$ cat config.mk
export PLATFORM = sky130hd
export DESIGN_NAME = regfile_select
export DESIGN_NICKNAME = d
export VERILOG_FILES = /design/src/rtl/regfile_select_pkg.sv /design/src/rtl/regfile_select_reg32.sv /design/src/rtl/regfile_select.sv
export SDC_FILE = /design/constraint.sdc
export NUM_CORES = 1
export LEC_CHECK = 0
export ABC_AREA = 1
export CORE_MARGIN = 1.5
export CORE_UTILIZATION = 50
export DETAILED_ROUTE_END_ITERATION = 16
export PLACE_DENSITY_LB_ADDON = 0.2
export SLEW_MARGIN = 20
export SYNTH_ARGS = -nofsm -noshare
export SYNTH_HDL_FRONTEND = slang
export SYNTH_SLANG_ARGS = --single-unit
$ cat constraint.sdc
create_clock -name clock -period 2.39 [get_ports clock]
set_input_delay 0.478 -clock clock [delete_from_list [all_inputs] [get_ports clock]]
set_output_delay 0.478 -clock clock [all_outputs]
set_load 0.02 [all_outputs]
$ cat src/rtl/regfile_select_pkg.sv
// Shared CPU constants for the register-file select logic: IR field positions,
// register count and the C-field width used for sign extension.
package regfile_select_pkg;

  localparam int REG_W    = 32;
  localparam int NUM_REGS = 16;
  localparam int SEL_W    = 4;

  localparam int RA_HI = 26;
  localparam int RA_LO = 23;
  localparam int RB_HI = 22;
  localparam int RB_LO = 19;
  localparam int RC_HI = 18;
  localparam int RC_LO = 15;

  localparam int C_W = 19;

  typedef logic [SEL_W-1:0] reg_idx_t;

  // Sign-extend the instruction's C field to a full datapath word.
  function automatic logic [REG_W-1:0] c_sign_ext(input logic [C_W-1:0] c_field);
    return {{(REG_W-C_W){c_field[C_W-1]}}, c_field};
  endfunction

endpackage

$ cat src/rtl/regfile_select_reg32.sv
// One 32-bit storage register with synchronous active-low clear and load enable.
module reg32
  import regfile_select_pkg::*;
(
  input  logic             clock,
  input  logic             clear_n,
  input  logic             en,
  input  logic [REG_W-1:0] d,
  output logic [REG_W-1:0] q
);

  logic [REG_W-1:0] r_q;

  // NOTE: state uses non-blocking assignments; clear is sampled on the edge and outranks the load.
  always_ff @(posedge clock) begin
    if (!clear_n) begin
      r_q <= '0;
    end else if (en) begin
      r_q <= d;
    end
  end

  assign q = r_q;

endmodule

$ cat src/rtl/regfile_select.sv
// Register-file select: decodes Ra/Rb/Rc from the IR, produces one-hot read/write
// enables, muxes the selected register onto rdata and tracks select conflicts.
module regfile_select
  import regfile_select_pkg::*;
(
  input  logic                clock,
  input  logic                clear_n,
  input  logic [REG_W-1:0]    bus_in,
  input  logic [31:0]         ir,
  input  logic                gra,
  input  logic                grb,
  input  logic                grc,
  input  logic                rin,
  input  logic                rout,
  input  logic                baout,
  output logic [REG_W-1:0]    rdata,
  output logic [NUM_REGS-1:0] rin_oh,
  output logic [NUM_REGS-1:0] rout_oh,
  output logic [REG_W-1:0]    c_sign,
  output logic                sel_err
);

  logic                w_valid;
  logic                w_any_en;
  reg_idx_t            w_sel;
  logic [NUM_REGS-1:0] w_onehot;
  logic [NUM_REGS-1:0] w_rin_oh;
  logic [NUM_REGS-1:0] w_rout_oh;
  logic [REG_W-1:0]    w_rdata;
  logic [REG_W-1:0]    w_q [NUM_REGS];
  logic                r_sel_err;
  logic                w_unused_ir;

  // Exactly one of the three field selects: odd parity rules out two, the AND rules out three.
  assign w_valid  = (gra ^ grb ^ grc) & ~(gra & grb & grc);
  assign w_any_en = rin | rout | baout;

  // NOTE: every always_comb output gets a default first so no path can infer a latch.
  always_comb begin
    w_sel = '0;
    if (gra) begin
      w_sel = ir[RA_HI:RA_LO];
    end else if (grb) begin
      w_sel = ir[RB_HI:RB_LO];
    end else if (grc) begin
      w_sel = ir[RC_HI:RC_LO];
    end
  end

  assign w_onehot  = {{(NUM_REGS-1){1'b0}}, 1'b1} << w_sel;
  assign w_rin_oh  = (rin && w_valid)            ? w_onehot : '0;
  assign w_rout_oh = ((rout || baout) && w_valid) ? w_onehot : '0;

  // baout wins over rout, so R0 reads as zero whenever baout is asserted.
  always_comb begin
    w_rdata = '0;
    if (w_rout_oh != '0) begin
      if (baout && (w_sel == '0)) begin
        w_rdata = '0;
      end else begin
        w_rdata = w_q[w_sel];
      end
    end
  end

  for (genvar i = 0; i < NUM_REGS; i++) begin : g_reg
    reg32 u_reg (
      .clock   (clock),
      .clear_n (clear_n),
      .en      (w_rin_oh[i]),
      .d       (bus_in),
      .q       (w_q[i])
    );
  end

  always_ff @(posedge clock) begin
    if (!clear_n) begin
      r_sel_err <= 1'b0;
    end else if (w_any_en && !w_valid) begin
      r_sel_err <= 1'b1;
    end
  end

  // Opcode bits are not used by this block.
  assign w_unused_ir = ^ir[31:RA_HI+1];

  assign rdata   = w_rdata;
  assign rin_oh  = w_rin_oh;
  assign rout_oh = w_rout_oh;
  assign c_sign  = c_sign_ext(ir[C_W-1:0]);
  assign sel_err = r_sel_err;

endmodule

==> results_dict.tcl <==
set metrics [dict create \
    gr-total-overflow 0 \
    finalMaxSlewViolations 0 \
    clkLatencyLatePin_ps 620 \
    cap_violations 0 \
    path_max_fanout 6 \
    clkTransAtPathRegs_ps 60 \
    cts_inserted_buffers 57 \
    ioPinCount 169 \
    hold_class "in2reg" \
    synth_area_leader_cell "dfxtp_1" \
    cts.sinks 513 \
    coreArea_um2 51400 \
    synth_nets 4393 \
    die_h_um 231 \
    tightest_slew_ps 941 \
    fmax_mhz 372 \
    hpwl_mm 49.6 \
    period_needed_ps 2690 \
    drcViolationCount 0 \
    routedWlPerCell_um 18.5 \
    synth_seq_area_share_pct 39.3 \
    critPathLaunchType "input port" \
    regArea_um2 10300 \
    first_pass_iters 6 \
    final_common_cell "nand2_1" \
    synth_area_leaders "dfxtp_1, nand2_1, nor2_1" \
    vdd_ir_drop_max_v 0.000530 \
    multi_input_area_um2 13800 \
    gr-usage-all-layers_pct 33.2 \
    dpl_cell_area_um2 29100 \
    cts_max_level 2 \
    violations "setup timing" \
    cts.path.max_buffers 3 \
    port-buffer-count 133 \
    end_kind "primary output" \
    drt-initial-drc-count 2572 \
    ys_types 25 \
    antenna_found_initial 7 \
    cp.required_ps 1910 \
    fin_hold_ws_ps 236 \
    fin_util_pct 67.5 \
    ys_ff_latch 513 \
    dieArea_um2 53600 \
    grt_pass1_vias 23963 \
    synth_top_area_share_pct 39.3 \
    globalplace.congestion 0.840 \
    crit_arrival_ps 2210 \
    dieWidth_um 231 \
    synth-warning-count 0 \
    design_area_um2 34700 \
    grt_max_degree 96 \
    most-common-layout-cells "nand2_1, nor2_1, dfxtp_1, inv_1, a21oi_1" \
    wl_mm 95.8 \
    final.setup.worst_slack_ps -299 \
    rows 83 \
    finalHoldViolCount 0 \
    finClkSkew_ps 0 \
    rsz0062_at_grt "true" \
    syn_area_um2 26100 \
    setup_viol 60 \
    final_layout_size_suffix_gt1_share_pct 18.1 \
    viasPerCell 5.30 \
    grt_pass1_wl_mm 139 \
    cts-root-buf "clkbuf_16" \
    slew_headroom_pct 37.3 \
    route.vias.total 27436 \
    finalSetupTns_ps -8700 \
    synthCells 4320 \
    cts_tree "done" \
    postRouteAntennaNets 0 \
    nNetsFinal 4526 \
    leakagePower_nw 17.0 \
    avgSynthCellArea_um2 6.04 \
    power.total_mw 22.8 \
    syn_to_final_growth_pct 32.9 \
    cts_hold_repair.buffers 0 \
    p_per_area_nw_per_um2 658 \
    outcome "finished with violations" \
    nFillCells 4325 \
    critPathKind "in2out" \
    fin_crit_sh_pct 113 \
    initial_core_util_pct 50.8 \
]
==> critical path: stages <==
cell	delay, ps
buf_12	120
inv_8	60
nand3_4	80
nand2_8	110
buf_12	140
nand2_8	110
buf_12	170
clkbuf_16	160
nand2_2	60
nand2_1	60
nand2_1	70
nand3_2	90
nand3_2	90
nand2_2	60
nor2_4	180
buf_6	150
==> through the flow <==
step / setup slack [ps] / instances
after global routing: -346 / 5176
final: -299 / 5178
after detailed placement: -1220 / 4957
after floorplan: -81.2 / 4320
after global placement: -1240 / 4957
after CTS: -227 / 5130
==> power by group <==
group / internal [mW] / switching [mW] / total [mW]
Sequential: 8.72 / 0.0471 / 8.76
Combinational: 2.17 / 3.07 / 5.24
Clock: 5.16 / 3.67 / 8.83
==> timing repair <==
action / CTS / global route
setup endpoints to repair: 513 / 95
gates cloned: 23 / 21
pin swaps: 80 / 185
setup buffers: 49 / 37
gates resized for setup: 620 / 305
==> state kept, by name, summed over array words and instances (netlist names) <==
| name | flops |
|---|---|
| g.u_reg.q | 512 |
| sel_err | 1 |
==> layout make-up <==
cell class / count / share of cell area, %
clock inverter: 10 / 0.321
clock buffer: 92 / 5.02
antenna: 2 / 0.0144
timing repair inverter: 1 / 0.0325
multi-input combinational: 2913 / 39.9
sequential: 513 / 29.6
tap: 680 / 2.45
timing repair buffer: 441 / 16.8
inverter: 526 / 5.83
==> synthesized netlist by cell type (all sizes together) <==
cell type     n
nor4         15
a21oi       260
nand3       313
clkbuf      209
inv         526
dfxtp       513
o22ai         1
nor3          2
ha            1
buf         161
or2           2
a31o          1
nor2        587
nand2      1450
o21ai       279
==> final timing paths <==
kind | from | cells past startpoint | slack, ps | endpoint
worst max-delay path | grb | 16 | -300 | rdata[20]
worst min-delay path | clear_n | 3 | 240 | g_reg[7].u_reg.q[0]
worst max register to register | g_reg[1].u_reg.q[25] | 2 | 1650 | g_reg[1].u_reg.q[25]
worst min register to register | g_reg[4].u_reg.q[28] | 2 | 450 | g_reg[4].u_reg.q[28]
==> cell families (layout without fill, tap and decap cells) <==
kind of cell    Yosys count  count (layout)  share of synthesized area [%]
simple gates           2369            2371                           35.9
buf+inv                 896            1070                           14.2
compound gates          541             541                           10.4
flops                   513             513                           39.3
fa+ha+maj                 1               1                         0.0479
other cells               0               2                              0
==> metal layers <==
metal,global-route usage [%],routed length [um]
met1,44.1,39500
met2,52.9,42800
met3,5.46,8950
met4,14.5,4510
met5,0,28
(Power assumes the default switching activity.)
